File: src/rtl/exec_stage_mdu.sv
// Execute stage: single-cycle ALU/branch unit plus an iterative
// radix-2 multiply/divide unit behind valid/ready handshakes.
module exec_stage_mdu #(
    parameter int XLEN       = 32,
    parameter int REG_ADDR_W = 4
) (
    input  logic                  clk,
    input  logic                  rst,
    input  logic                  flush,
    input  logic                  in_valid,
    output logic                  in_ready,
    input  logic [XLEN-1:0]       in_pc,
    input  logic [3:0]            in_alu_op,
    input  logic [XLEN-1:0]       in_rs1,
    input  logic [XLEN-1:0]       in_rs2,
    input  logic [XLEN-1:0]       in_imm,
    input  logic                  in_use_imm,
    input  logic                  in_mem_read,
    input  logic                  in_mem_write,
    input  logic                  in_branch,
    input  logic                  in_reg_write,
    input  logic [REG_ADDR_W-1:0] in_rd,
    output logic                  out_valid,
    input  logic                  out_ready,
    output logic [XLEN-1:0]       out_result,
    output logic [XLEN-1:0]       out_store_data,
    output logic [REG_ADDR_W-1:0] out_rd,
    output logic                  out_reg_write,
    output logic                  out_mem_read,
    output logic                  out_mem_write,
    output logic                  out_branch_taken,
    output logic [XLEN-1:0]       out_branch_target,
    output logic                  busy
);
    localparam int SW = $clog2(XLEN);
    localparam int CW = SW + 1;

    typedef enum logic {IDLE, BUSY} state_t;
    state_t r_state, w_state_n;

    logic [CW-1:0]         r_cnt;
    logic [XLEN-1:0]       r_hi, r_lo, r_opd, r_sd;
    logic                  r_div, r_sel_hi, r_rw;
    logic [REG_ADDR_W-1:0] r_rd;

    logic [XLEN-1:0] w_b, w_alu, w_target;
    logic [SW-1:0]   w_sh;
    logic            w_taken, w_mc, w_accept, w_done;

    assign w_b  = in_use_imm ? in_imm : in_rs2;
    assign w_sh = w_b[SW-1:0];

    // MDU opcodes yield 0 on the single-cycle path (branch/memory forms only)
    always_comb begin
        w_alu = '0;
        case (in_alu_op)
            4'h0:    w_alu = in_rs1 + w_b;
            4'h1:    w_alu = in_rs1 - w_b;
            4'h2:    w_alu = in_rs1 << w_sh;
            4'h3:    w_alu = XLEN'($signed(in_rs1) < $signed(w_b));
            4'h4:    w_alu = XLEN'(in_rs1 < w_b);
            4'h5:    w_alu = in_rs1 ^ w_b;
            4'h6:    w_alu = in_rs1 >> w_sh;
            4'h7:    w_alu = $signed(in_rs1) >>> w_sh;
            4'h8:    w_alu = in_rs1 | w_b;
            4'h9:    w_alu = in_rs1 & w_b;
            default: w_alu = '0;
        endcase
    end

    always_comb begin
        w_taken = 1'b0;
        if (in_branch) begin
            case (in_alu_op[2:0])
                3'b000:  w_taken = (in_rs1 == in_rs2);
                3'b001:  w_taken = (in_rs1 != in_rs2);
                3'b100:  w_taken = ($signed(in_rs1) < $signed(in_rs2));
                3'b101:  w_taken = ($signed(in_rs1) >= $signed(in_rs2));
                3'b110:  w_taken = (in_rs1 < in_rs2);
                3'b111:  w_taken = (in_rs1 >= in_rs2);
                default: w_taken = 1'b0;
            endcase
        end
    end

    assign w_target = w_taken ? (in_pc + in_imm) : '0;

    assign w_mc = (in_alu_op >= 4'hA) && (in_alu_op <= 4'hD)
                  && !in_branch && !in_mem_read && !in_mem_write;

    assign in_ready = (r_state == IDLE) && !flush && (!out_valid || out_ready);
    assign w_accept = in_valid && in_ready;
    assign w_done   = (r_state == BUSY) && (r_cnt == CW'(1));
    assign busy     = (r_state == BUSY);

    // Multiply: {hi,lo} is the running product, lo starts as the multiplier
    logic [XLEN:0]   w_msum;
    logic [XLEN-1:0] w_mhi, w_mlo;
    assign w_msum = {1'b0, r_hi} + (r_lo[0] ? {1'b0, r_opd} : '0);
    assign w_mhi  = w_msum[XLEN:1];
    assign w_mlo  = {w_msum[0], r_lo[XLEN-1:1]};

    // Divide: hi is the partial remainder, lo shifts dividend out/quotient in
    logic [XLEN:0]   w_shift, w_diff;
    logic            w_ge;
    logic [XLEN-1:0] w_dhi, w_dlo, w_nhi, w_nlo, w_mdu_res;
    assign w_shift = {r_hi, r_lo[XLEN-1]};
    assign w_diff  = w_shift - {1'b0, r_opd};
    assign w_ge    = (w_shift >= {1'b0, r_opd});
    assign w_dhi   = w_ge ? w_diff[XLEN-1:0] : w_shift[XLEN-1:0];
    assign w_dlo   = {r_lo[XLEN-2:0], w_ge};

    assign w_nhi     = r_div ? w_dhi : w_mhi;
    assign w_nlo     = r_div ? w_dlo : w_mlo;
    assign w_mdu_res = r_sel_hi ? w_nhi : w_nlo;

    always_ff @(posedge clk or posedge rst) begin
        if (rst) r_state <= IDLE;
        else     r_state <= w_state_n;
    end

    always_comb begin
        w_state_n = r_state;
        if (flush) begin
            w_state_n = IDLE;
        end else begin
            case (r_state)
                IDLE:    if (w_accept && w_mc) w_state_n = BUSY;
                BUSY:    if (w_done) w_state_n = IDLE;
                default: w_state_n = IDLE;
            endcase
        end
    end

    always_ff @(posedge clk or posedge rst) begin
        if (rst) begin
            r_cnt             <= '0;
            r_hi              <= '0;
            r_lo              <= '0;
            r_opd             <= '0;
            r_sd              <= '0;
            r_div             <= 1'b0;
            r_sel_hi          <= 1'b0;
            r_rw              <= 1'b0;
            r_rd              <= '0;
            out_valid         <= 1'b0;
            out_result        <= '0;
            out_store_data    <= '0;
            out_rd            <= '0;
            out_reg_write     <= 1'b0;
            out_mem_read      <= 1'b0;
            out_mem_write     <= 1'b0;
            out_branch_taken  <= 1'b0;
            out_branch_target <= '0;
        end else if (flush) begin
            out_valid <= 1'b0;
            r_cnt     <= '0;
        end else begin
            if (w_accept && w_mc) begin
                r_cnt    <= CW'(XLEN);
                r_hi     <= '0;
                r_lo     <= in_alu_op[2] ? in_rs1 : w_b;
                r_opd    <= in_alu_op[2] ? w_b : in_rs1;
                r_div    <= in_alu_op[2];
                r_sel_hi <= in_alu_op[0];
                r_sd     <= in_rs2;
                r_rd     <= in_rd;
                r_rw     <= in_reg_write;
            end else if (r_state == BUSY) begin
                r_cnt <= r_cnt - CW'(1);
                r_hi  <= w_nhi;
                r_lo  <= w_nlo;
            end

            if (w_accept && !w_mc) begin
                out_valid         <= 1'b1;
                out_result        <= w_alu;
                out_store_data    <= in_rs2;
                out_rd            <= in_rd;
                out_reg_write     <= in_reg_write;
                out_mem_read      <= in_mem_read;
                out_mem_write     <= in_mem_write;
                out_branch_taken  <= w_taken;
                out_branch_target <= w_target;
            end else if (w_done) begin
                out_valid         <= 1'b1;
                out_result        <= w_mdu_res;
                out_store_data    <= r_sd;
                out_rd            <= r_rd;
                out_reg_write     <= r_rw;
                out_mem_read      <= 1'b0;
                out_mem_write     <= 1'b0;
                out_branch_taken  <= 1'b0;
                out_branch_target <= '0;
            end else if (out_valid && out_ready) begin
                out_valid <= 1'b0;
            end
        end
    end
endmodule

File: config.mk
export PLATFORM = sky130hd
export DESIGN_NAME = exec_stage_mdu
export DESIGN_NICKNAME = d
export VERILOG_FILES = /design/src/rtl/exec_stage_mdu.sv
export SDC_FILE = /design/constraint.sdc
export NUM_CORES = 2
export LEC_CHECK = 0
export BUFFER_PORTS_ARGS = -buffer_cell sky130_fd_sc_hd__buf_2
export CORE_MARGIN = 4
export CORE_UTILIZATION = 40
export CTS_BUF_LIST = sky130_fd_sc_hd__clkbuf_8
export DETAILED_ROUTE_END_ITERATION = 8
export GPL_ROUTABILITY_DRIVEN = 0
export PLACE_DENSITY = 0.57
export SYNTH_ARGS = -nofsm -noshare
export SYNTH_HDL_FRONTEND = slang
export SYNTH_SLANG_ARGS = --single-unit
File: constraint.sdc
create_clock -name clk -period 8.49 [get_ports clk]
set_clock_uncertainty 0.15 [all_clocks]
set_input_delay 1.698 -clock clk [delete_from_list [all_inputs] [get_ports clk]]
set_output_delay 1.698 -clock clk [all_outputs]
set_load 0.05 [all_outputs]
==> reports/results.txt <==
The flow ran to the end, and the final reports show no timing, DRC or antenna violations. Measured along the y axis, the die boundary spans 265 um. At the later pin of the worst-skew pair, clock insertion delay measures 630 ps.

On the final layout, the worst hold slack is 324 ps. The run gives 0 as the remaining number of nets flagged by the antenna check after routing. Largest buffer count on any clock path: 3.

The detailed-routing iteration count for the pre-antenna-repair pass is 9, and the number of setup buffers added after CTS is 0. Counting flops with a built-in enable in the synthesized netlist gives 0. The number of nets produced by synthesis is 3,903, and the post-route setup TNS is 0 ps. The proportion of synthesized chip area in sequential cells is 0.233.

STA classifies the critical path endpoint as a register. For the final HPWL from detailed placement, the log shows 87.2 mm. Setup repair after global routing left no endpoint under its margin.

The final route contains 28,100 vias. At the pin with the least slew margin, the transition time is 1110 ps. The tools report the number of placed I/O pins as 253.

A synthesized cell averages 7.52 um2. The detailed router finished its first iteration with 3,791 violations. Once the clock tree was built, the resizer swapped 0 gates to a different size.

In the routed layout, each cell is associated on average with a via count of 6.19. The logs give 0 for the final number of max-transition violations and 4,009 for the final layout net count. The tools report the count of hold buffers inserted by post-cts repair as 0. TritonCTS built the clock tree. The achievable frequency was 0.161 GHz; the global-route wire length before repair was 170 mm.

The floorplan step defined a die boundary enclosing 70,500 um2. The run gives 0.403 as the initial cell density of the core. The highest fanout seen on the critical path was 62; the number of antenna violations at the first check in global routing was 14. The routed design has 114 mm of wire. The utilization after layout is 0.446. The clock net in this run drives a total of 247 sinks. Leading register cell type out of synthesis: dfrtp_1. The critical path in this run is classified as input pin to register. The tools report the final standard cell count with taps included and fillers excluded as 4,536. Share of flip-flops with an asynchronous set or reset: 1.00. The total of buffers placed on input and output ports was 252. Max-cap violations in this run came to 0. The run gives 0 as the count of unresolved DRC violations after routing.

The mapped netlist covers 26,500 um2. For the total power, the log shows 0.00487 W. The final clock period utilization by the worst path was 0.731. Yosys printed 0 warnings.

Slowest cell on the critical path: buf_4. The overall die width was 265 um. The logs give 0.447 for the met2 capacity usage during global routing and 2 for the H-tree depth reported by CTS. The number of placed instances, taps included, is 4,447. Counting I/O delays and the setup requirement, the final critical path takes 6200 ps. The cell count after synthesis came out at 3,526.

On the worst path, the slowest cell contributes a delay of 630 ps. For the final hold violation count, the log shows 0. The average wire per standard cell is 25.1 um. Entering global routing, the biggest net connects 146 pins. For this design the static power due to leakage is 13.7 nW. Master cell of the clock root buffer: clkbuf_8. The power density of the placed cells came out at 166 nW/um2. Grouping stages by cell kind, the critical path spends the most delay in compound AO/OA/AOI/OAI gates. The number of library cell types mapped by synthesis is 92, and the count of buffer and inverter cells on the critical path is 3. The post-synthesis sequential element count is 247. The busiest layer in global routing was met2. The number of global-route vias before repair was 26,500; the signal arrival time at the worst endpoint was 6560 ps.

Global routing finished with a remaining overflow of 0. The tools report the met1 usage in global routing as 0.427. STA classifies the critical path startpoint as an input pin. Setup violations remaining at the end of the flow were counted as 0. The tools report the total CTS buffers as 47. The initialized floorplan defines 94 standard-cell rows. The fraction of layout instances using a drive strength above 1 was 0.131; the total global routing track utilization was 0.309.

Traced cell by cell, the critical path runs through buf_2, buf_4, mux2i_4, inv_2, ha_1, o21ai_0, o21bai_1, o211ai_1, a211oi_1, nor2_1, o31ai_1, a21oi_1, and4_1, a211oi_1, o211ai_1, a22o_1. The relative slew slack is 0.258, and the clock transition time at the flip-flop clock pins of the worst setup and hold paths is 60 ps. The worst hold path belongs to the class register to register. The floorplan step defined a core boundary enclosing 65,700 um2.

The global routing usage on met3 was 0.0898; the peak ir drop on the vdd network was 0.122 mV. Compared with the post-synthesis result, the final layout area differs by 10.7%. The run gives 8840 ps as the required arrival time at the worst endpoint.
worst reg2reg max path, cell delays in order, from the launching register on:
cell	delay, ps
dfrtp_1	750
and2_1	330
ha_1	230
fa_1	450
a21oi_1	280
o211ai_1	180
a41oi_1	510
o311a_1	330
o21ai_0	240
a31oi_1	330
o21ai_0	160
xnor2_1	300
nand2_1	80
a31oi_1	220
o21ai_1	80
cells in the mapped netlist, types with 22 or more instances:
library cell,instances,share of area
nand2_1,527,0.075
o21ai_0,325,0.061
nor2_1,298,0.042
a21oi_1,260,0.049
dfrtp_1,247,0.23
ha_1,226,0.11
inv_1,171,0.024
clkbuf_1,170,0.024
mux2i_1,94,0.035
a31oi_1,91,0.021
a21o_1,81,0.023
a211oi_1,69,0.020
xnor2_1,67,0.022
nand3_1,66,0.012
nor3_1,54,0.010
a22o_1,52,0.017
and2_1,47,0.011
o211ai_1,46,0.013
o21a_1,40,0.011
buf_1,37,0.0052
xor2_1,36,0.012
o21bai_1,35,0.0099
and3_1,29,0.0068
a221oi_1,28,0.0092
buf_2,27,0.0051
mux2_2,27,0.011
nand4_1,26,0.0061
mux4_2,25,0.021
nand2b_1,22,0.0052
o31ai_1,22,0.0062
registers in the layout, indices dropped and copies added, names as in the netlist:
| register | count |
|---|---|
| out_mem_read | 1 |
| out_store_data | 32 |
| r_rd | 4 |
| r_opd | 32 |
| r_cnt | 6 |
| out_valid | 1 |
| r_hi | 32 |
| r_rw | 1 |
| r_sd | 32 |
| out_rd | 4 |
| out_mem_write | 1 |
| busy | 1 |
| out_branch_target | 32 |
| r_lo | 32 |
| out_result | 32 |
| out_reg_write | 1 |
| out_branch_taken | 1 |
| r_sel_hi | 1 |
| r_div | 1 |
path summary, 6_finish.rpt:
kind,startpoint,endpoint,slack [ps],cells past startpoint
setup / recovery,in_use_imm,out_result[31],2290,16
hold / removal,out_branch_taken,out_branch_taken,320,1
setup reg to reg,r_lo[0],out_result[29],3770,14
hold reg to reg,out_branch_taken,out_branch_taken,320,1
max in group asynchronous,rst,out_store_data[20],5580,3
min in group asynchronous,rst,r_opd[16],1130,2
per-layer routing:
| metal | wire (um) | up-vias |
|---|---|---|
| li1 | - | 13000 |
| met3 | 12100 | 348 |
| met2 | 46800 | 1458 |
| met4 | 6460 | 16 |
| met5 | 154 | - |
| met1 | 48200 | 13300 |
cell usage in the layout (no fill, tap or decap), types with 22 or more instances in the layout:
master	instances
a211oi_1	69
a21o_1	81
a21oi_1	260
a221oi_1	28
a22o_1	52
a31oi_1	91
and2_1	47
and3_1	29
buf_2	251
buf_4	49
clkbuf_8	60
dfrtp_1	246
ha_1	226
inv_1	180
mux2_2	27
mux2i_1	94
mux4_2	25
nand2_1	525
nand2b_1	22
nand3_1	66
nand4_1	26
nor2_1	297
nor3_1	50
o211ai_1	46
o21a_1	39
o21ai_0	325
o21bai_1	34
o31ai_1	22
xnor2_1	67
xor2_1	36
layout make-up:
class	count	area [um2]
clock buffer	60	826
timing repair buffer	301	1640
fill	6798	36400
tap	864	1080
clock inverter	23	174
inverter	179	676
multi-input combinational	2856	18800
antenna	6	15.0
sequential	247	6180
power by group:
part | total, W | leakage (nW) | internal [W] | switching [W]
Combinational | 0.00216 | 9.91 | 0.000684 | 0.00148
Clock | 0.00126 | 0.550 | 0.000698 | 0.000560
Sequential | 0.00145 | 3.23 | 0.00132 | 0.000130
per-stage QoR:
| stage | cell area [um2] | setup WS [ps] |
|---|---|---|
| 2_1_floorplan | 26500 | 2700 |
| 3_3_place_gp | 28300 | 1910 |
| 3_5_place_dp | 28300 | 1860 |
| 4_1_cts | 29300 | 2510 |
| 5_1_grt | 29300 | 2180 |
| 6_report | 29400 | 2290 |
kinds of logic (layout without fill, tap and decap cells):
kind of cell,count (synthesis),in the layout,synth area share
flops,247,247,0.233
xor+xnor,103,103,0.0340
simple gates,1139,1139,0.187
compound gates,1232,1232,0.301
other cells,0,6,0
fa+ha+maj,231,231,0.110
mux,151,151,0.0713
buf+inv,423,563,0.0635
Note: power is estimated with default switching activity, not from simulation.
